**src/rtl/seq_booth_mult_pkg.sv**
```systemverilog
// Shared types for the sequential Booth multiplier: FSM states, Booth
// operation codes and the radix-2 recoding helper.
package seq_mult_pkg;

  typedef enum logic [1:0] {
    IDLE = 2'd0,
    CALC = 2'd1,
    DONE = 2'd2
  } state_t;

  typedef enum logic [1:0] {
    B_NOP = 2'd0,
    B_ADD = 2'd1,
    B_SUB = 2'd2
  } booth_op_t;

  // Radix-2 Booth recoding of the pair {Q[0], Q_1}.
  function automatic booth_op_t booth_decode(input logic q0, input logic q_1);
    booth_op_t op;
    case ({q0, q_1})
      2'b01:   op = B_ADD;
      2'b10:   op = B_SUB;
      default: op = B_NOP;
    endcase
    return op;
  endfunction

endpackage

```
**src/rtl/seq_booth_mult_booth_step.sv**
```systemverilog
// One radix-2 Booth iteration: conditional add/subtract of M into A,
// followed by an arithmetic right shift across {A, Q, Q_1}.
module booth_step
  import seq_mult_pkg::*;
#(
  parameter int W1 = 17
) (
  input  logic [W1-1:0] a_in,
  input  logic [W1-1:0] q_in,
  input  logic          q_1_in,
  input  logic [W1-1:0] m_in,
  output logic [W1-1:0] a_out,
  output logic [W1-1:0] q_out,
  output logic          q_1_out
);

  logic [W1-1:0] sum;
  booth_op_t     op;

  assign op = booth_decode(q_in[0], q_1_in);

  // Add/subtract at W1 bits; any carry out of the top bit is dropped.
  always_comb begin
    sum = a_in;
    case (op)
      B_ADD:   sum = a_in + m_in;
      B_SUB:   sum = a_in - m_in;
      default: sum = a_in;
    endcase
  end

  // Arithmetic shift right by one across the {A, Q, Q_1} chain.
  always_comb begin
    a_out   = {sum[W1-1], sum[W1-1:1]};
    q_out   = {sum[0], q_in[W1-1:1]};
    q_1_out = q_in[0];
  end

endmodule

```
**src/rtl/seq_booth_mult.sv**
```systemverilog
// Sequential radix-2 Booth multiplier with valid/ready on both sides.
// Operands are widened by one bit (sign or zero extension, chosen per
// transaction) so the same signed Booth datapath serves both modes.
//
// state | meaning
// IDLE  | src_ready high, waiting for an operand pair
// CALC  | one Booth step per cycle, W1 steps in total
// DONE  | dest_valid high, product held until dest_ready
module seq_booth_mult
  import seq_mult_pkg::*;
#(
  parameter  int WIDTH  = 16,
  localparam int PWIDTH = 2 * WIDTH
) (
  input  logic              clk,
  input  logic              rst_n,
  input  logic              clear,
  input  logic              src_valid,
  output logic              src_ready,
  input  logic [WIDTH-1:0]  multiplicand,
  input  logic [WIDTH-1:0]  multiplier,
  input  logic              signed_mode,
  output logic              dest_valid,
  input  logic              dest_ready,
  output logic [PWIDTH-1:0] product,
  output logic              busy
);

  localparam int W1 = WIDTH + 1;
  localparam int CW = $clog2(W1 + 1);
  localparam logic [CW-1:0] CNT_LAST = CW'(W1 - 1);

  state_t            state_q,   state_d;
  logic [W1-1:0]     m_q,       m_d;
  logic [W1-1:0]     a_q,       a_d;
  logic [W1-1:0]     q_q,       q_d;
  logic              q1_q,      q1_d;
  logic [CW-1:0]     count_q,   count_d;
  logic [PWIDTH-1:0] product_q, product_d;

  logic [W1-1:0]     step_a;
  logic [W1-1:0]     step_q;
  logic              step_q1;
  logic [W1-1:0]     m_ext;
  logic [W1-1:0]     q_ext;

  assign m_ext = {signed_mode & multiplicand[WIDTH-1], multiplicand};
  assign q_ext = {signed_mode & multiplier[WIDTH-1], multiplier};

  booth_step #(
    .W1 (W1)
  ) u_booth_step (
    .a_in    (a_q),
    .q_in    (q_q),
    .q_1_in  (q1_q),
    .m_in    (m_q),
    .a_out   (step_a),
    .q_out   (step_q),
    .q_1_out (step_q1)
  );

  // Next-state, datapath loads and counter; clear overrides everything.
  always_comb begin
    state_d   = state_q;
    m_d       = m_q;
    a_d       = a_q;
    q_d       = q_q;
    q1_d      = q1_q;
    count_d   = count_q;
    product_d = product_q;
    if (clear) begin
      state_d   = IDLE;
      count_d   = '0;
      product_d = '0;
    end else begin
      case (state_q)
        IDLE: begin
          if (src_valid) begin
            m_d     = m_ext;
            q_d     = q_ext;
            a_d     = '0;
            q1_d    = 1'b0;
            count_d = '0;
            state_d = CALC;
          end
        end
        CALC: begin
          a_d     = step_a;
          q_d     = step_q;
          q1_d    = step_q1;
          count_d = count_q + CW'(1);
          // Final step: capture the product from the step result directly.
          if (count_q == CNT_LAST) begin
            product_d = PWIDTH'({step_a, step_q});
            state_d   = DONE;
          end
        end
        DONE: begin
          if (dest_ready) state_d = IDLE;
        end
        default: state_d = IDLE;
      endcase
    end
  end

  // State and datapath registers.
  always_ff @(posedge clk or negedge rst_n) begin
    if (!rst_n) begin
      state_q   <= IDLE;
      m_q       <= '0;
      a_q       <= '0;
      q_q       <= '0;
      q1_q      <= 1'b0;
      count_q   <= '0;
      product_q <= '0;
    end else begin
      state_q   <= state_d;
      m_q       <= m_d;
      a_q       <= a_d;
      q_q       <= q_d;
      q1_q      <= q1_d;
      count_q   <= count_d;
      product_q <= product_d;
    end
  end

  assign src_ready  = (state_q == IDLE);
  assign dest_valid = (state_q == DONE);
  assign busy       = (state_q == CALC) || (state_q == DONE);
  assign product    = product_q;

endmodule

```
**config.mk**
```make
export PLATFORM = sky130hd
export DESIGN_NAME = seq_booth_mult
export DESIGN_NICKNAME = d
export VERILOG_FILES = /design/src/rtl/seq_booth_mult_pkg.sv /design/src/rtl/seq_booth_mult_booth_step.sv /design/src/rtl/seq_booth_mult.sv
export SDC_FILE = /design/constraint.sdc
export NUM_CORES = 1
export LEC_CHECK = 0
export ABC_CLOCK_PERIOD_IN_PS = 7100
export CORE_MARGIN = 10
export CORE_UTILIZATION = 50
export DETAILED_ROUTE_END_ITERATION = 6
export PLACE_DENSITY = 0.75
export SETUP_SLACK_MARGIN = 0.4
export SLEW_MARGIN = 20
export SYNTH_ARGS = -nofsm -noshare
export SYNTH_HDL_FRONTEND = slang
export SYNTH_SLANG_ARGS = --single-unit
```
**constraint.sdc**
```tcl
create_clock -name clk -period 7.1 [get_ports clk]
set_clock_uncertainty 0.2 [all_clocks]
set_input_delay 1.775 -clock clk [delete_from_list [all_inputs] [get_ports clk]]
set_output_delay 1.775 -clock clk [all_outputs]
set_load 0.01 [all_outputs]
```
* After elaboration in Yosys (flattened, before gate mapping)
Index checks and enable logic that the tools add are counted.
Storage, ports and cells: flip-flop bits (word level) 91
Cells by class: bitwise operators 3, muxes and demuxes 19, $add $sub $neg 3, reductions and logical operators 11, equality and inequality tests 11
Operators by type and width (count):
- $pmux W17 S2 | 3
- $mux W32 | 3
- $mux W17 | 2
- $add A17 B17 Y17 | 1
- $sub A17 B17 Y17 | 1
- $mux W5 | 2
- $pmux W5 S2 | 1
- $reduce_and A3 Y1 | 3
- $mux W2 | 4
- $eq A2 B1 Y1 const B | 3
- $eq A2 B2 Y1 const B | 3
- $ne A3 B3 Y1 const B | 2
- $pmux W2 S3 | 1
- $reduce_bool A2 Y1 | 3
- $add A5 B1 Y5 const B | 1
- $eq A5 B5 Y1 const B | 1
- $pmux W2 S2 | 1
- $reduce_and A2 Y1 | 2
- $ne A3 B2 Y1 const B | 1
- $reduce_bool A3 Y1 | 1
- $and A1 B1 Y1 | 2
- $logic_not A2 Y1 | 1
- $ne A2 B2 Y1 const B | 1
- $pmux W1 S2 | 1
- 3 further kinds | 3

* Logic depth before layout (Yosys ltp)
depth in word-level cells 7, gate-level depth with buffers 14, gate-level depth less buffers 13

* Modules after synthesis
From an unflattened synthesis, not the netlist that was laid out.
Second synthesis, totals: cell total of the unflattened synthesis 546, area, all modules 5393.9 um^2
By module, submodules not included:
- seq_booth_mult | instances 1, sequential area each 2277.2 um^2, area an instance 3858.7 um^2, cells an instance 318
- booth_step | instances 1, sequential area each 0.0 um^2, area an instance 1535.2 um^2, cells an instance 228

* Worst setup path before layout
Ideal clock, no wire load.
path type input to register, start point input clear, end point register m_q[10], arrival 2.894 ns, path buffers 2, library setup time 0.125 ns, stages on the path 5, path slack 3.881 ns, cell sequence clkbuf_1 nor2_1 nand2_1 buf_2 mux2_2
On the way: word-level cells in the longest chain between the ends 2
Ends and longest elaborated chain:
- start, declared | line seq_booth_mult.sv:17 | input logic clear,
- $not A1 Y1 (no line)
- $reduce_and A3 Y1 (no line)
- end signal, assigned | line seq_booth_mult.sv:118 | m_q <= m_d;
- end, declared | line seq_booth_mult.sv:34 | logic [W1-1:0] m_q, m_d;
No other way between the ends. A chain may end at the register's enable or synchronous reset.

* Worst setup path in the final report
start point input src_valid, end point register a_q[14]
On the way: word-level cells in the longest chain between the ends 2
Ends and longest elaborated chain:
- start, declared | line seq_booth_mult.sv:18 | input logic src_valid,
- $ne A2 B2 Y1 (no line)
- $reduce_and A3 Y1 (no line)
- end signal, assigned | line seq_booth_mult.sv:111 | a_q <= '0;
- end signal, assigned | line seq_booth_mult.sv:119 | a_q <= a_d;
- end, declared | line seq_booth_mult.sv:35 | logic [W1-1:0] a_q, a_d;
No other way between the ends.

==> flow_metrics.tcl <==
set metrics [dict create \
    avgViaCountPerCell 5.87 \
    areaGrowthSynthToFinish_pct 20.7 \
    pin_count 73 \
    wl_met2_mm 6.19 \
    critPathLaunchType "primary input" \
    grt_start_max_net_pins 91 \
    drt_iter0_drc 395 \
    cp_top_family "simple AND/OR/NAND/NOR gates" \
    worst_slew_pin_slew_ps 824 \
    synth_flop_cell "dfrtp_1" \
    timing.rr.end "a_q[9]" \
    n_fill_cell 814 \
    wirelength_mm 13.0 \
    ctsResizeCount 0 \
    first_pass_iters 5 \
    cts_buffers 9 \
    gp_congestion 0.914 \
    hold_slack_ps 308 \
    syn_area_sq_um 5110 \
    worstPathArrival_ps 4080 \
    root_buffer "clkbuf_8" \
    setup_slack_ps 3130 \
    relSlewSlack_pct 45.1 \
    grt_use_total_pct 18.1 \
    crit_path_start "src_valid" \
    wl_met1_mm 5.75 \
    grt_pass1_wl_mm 21.5 \
    hold_class "flip-flop to flip-flop" \
    synthCells 518 \
    ys_seq_elements 90 \
    critPathRequiredTime_ps 7210 \
    setup_tns_ps 0 \
    fin_crit_ps 3970 \
    yosys_warnings 0 \
    crit_cells 6 \
    final_layout_size_suffix_gt1_share_pct 9.28 \
    initial_utilization_pct 51.8 \
    worstSetupPathType "primary input to flip-flop" \
    diodes 0 \
    endpoint "a_q[14]" \
    power_leakage_nw 2.67 \
    fin_util_pct 62.5 \
    htreeDepth 3 \
    vias 4200 \
    dpl_cell_area_sq_um 5920 \
    ant_nets 0 \
    critPathBufInv 1 \
    cts.clk_slew.worst_paths_ps 100 \
    top_layer_used "met4" \
    peakVddDrop_v 0.000242 \
    fmax_ghz 0.252 \
    cpPeakStageDelay_ps 600 \
    dp_hpwl_mm 9.44 \
    synth.yosys.seq_area_share_pct 44.1 \
    status "complete, no violations" \
    cts.sinks 90 \
    power_density_nw_per_um2 475 \
    async_flop_share_pct 100 \
    rr_startpoint "m_q[2]" \
    finalNetCount 640 \
    core_region_area_sq_um 9860 \
    drc 0 \
    die-area_sq_um 14700 \
    setup_violations 0 \
    io_buffers 72 \
    grt_pass1_vias 4242 \
    grt-ovfl-total 0 \
    rsz0062_at_grt "no" \
    hold_buffers 0 \
    antenna_found_initial 0 \
    synthesis.nets 581 \
    reg2regPathDepth 11 \
    die_w_um 121 \
    cp_cell_sequence "clkdlybuf4s50_1 -> mux2i_1 -> nor2_1 -> nand2_1 -> or4_1 -> nand3_1" \
    die_y_um 121 \
    rows 36 \
    cp_max_fo 11 \
    synth_edf_count 0 \
    cap_violations 0 \
    clock_tree.buffer_depth 2 \
    dr_wl_met3_um 827 \
    syn_avg_cell_area_sq_um 9.87 \
    synth_cell_types 57 \
    hp-start "product[0]" \
    final_max_slew_viol_count 0 \
    crit_slowest_cell "nor2_1" \
    clock_insertion_delay_worst_skew_ps 370 \
    r2r_slack_ps 3340 \
    period_share_pct 55.9 \
    stdcell_area_sq_um 6170 \
    cts_setup_buffers 0 \
    end_kind "flip-flop" \
    cts_tree "built" \
    hold_viol 0 \
    wl_per_cell_um 18.1 \
    pre_cts_ws_ps 2810 \
]
==> synth_stat cells (8+ instances only) <==
master,count,area (sq um)
xnor2_1,19,166
a22o_1,31,272
nand2_1,54,203
dfrtp_1,90,2250
o21ai_0,52,260
nor3_1,8,40.0
ha_1,24,300
mux2_2,17,191
clkbuf_1,17,63.8
nand3_1,10,50.1
buf_2,10,50.1
nor2_1,26,97.6
inv_1,19,71.3
xor2_1,8,70.1
a21oi_1,30,150
mux2i_1,21,210
==> kinds of logic after synthesis <==
logic type      share of synthesized area, %
compound gates                          20.3
xor+xnor                                4.95
fa+ha+maj                               6.27
buf+inv                                 3.70
flops                                   44.1
mux                                     7.86
simple gates                            12.9
==> through the flow <==
stage | power, mW | instances
after CTS | 2.93 | 715
after detailed placement | 2.49 | 699
after global placement | 2.45 | 699
final | 2.93 | 715
after floorplan | 2.07 | 518
after global routing | 3.17 | 715
==> sequential cells by signal, indices dropped and copies added, names as in the netlist <==
signal	cells
product	32
m_q	17
q_q	17
a_q	16
count_q	5
state_q	2
q1_q	1
==> cells in the final DEF, fill, tap and decap left out, types with 3 or more instances in the layout <==
master / count
dfrtp_1: 90
clkdlybuf4s50_1: 71
nand2_1: 54
o21ai_0: 52
a22o_1: 31
a21oi_1: 30
nor2_1: 25
ha_1: 24
mux2i_1: 21
inv_1: 19
xnor2_1: 19
mux2_2: 17
nand3_1: 10
clkbuf_8: 9
nor3_1: 8
xor2_1: 8
a21o_1: 6
a31oi_1: 6
o21ai_1: 5
a32oi_1: 5
nand2b_1: 4
nor2b_1: 4
and2_1: 4
o211ai_1: 3
o31ai_1: 3
nand4_1: 3
bufinv_16: 3
buf_4: 3
==> routing by layer <==
layer  vias to the layer above  track usage, %
met5                         -               0
met4                         0            5.43
met3                        14            4.51
met2                       133            29.8
met1                      2063            22.9
li1                       1990               -
==> how the worst min path moves through the flow <==
stage / endpoint / slack (ps) / depth (start not counted)
2_1_floorplan: m_q[16] / 270 / 2
6_report: product[0] / 310 / 1
4_1_cts: product[0] / 310 / 1
3_3_place_gp: product[23] / 280 / 2
5_1_grt: product[0] / 320 / 1
3_5_place_dp: product[24] / 290 / 1
==> where the power goes <==
part	internal (mW)	total [mW]	switching (mW)
registers	0.654	0.805	0.151
clock network	0.236	0.428	0.192
logic	0.674	1.70	1.02
==> layout make-up <==
| class | count | area, sq um | area share, % |
|---|---|---|---|
| clock buffers | 9 | 124 | 2.01 |
| multi-input cells | 381 | 2690 | 43.5 |
| well taps | 133 | 166 | 2.70 |
| repair buffers | 75 | 744 | 12.1 |
| clock inverters | 7 | 123 | 1.99 |
| inverters | 20 | 75.1 | 1.22 |
| flip-flops and latches | 90 | 2250 | 36.5 |
(Power assumes the default switching activity.)
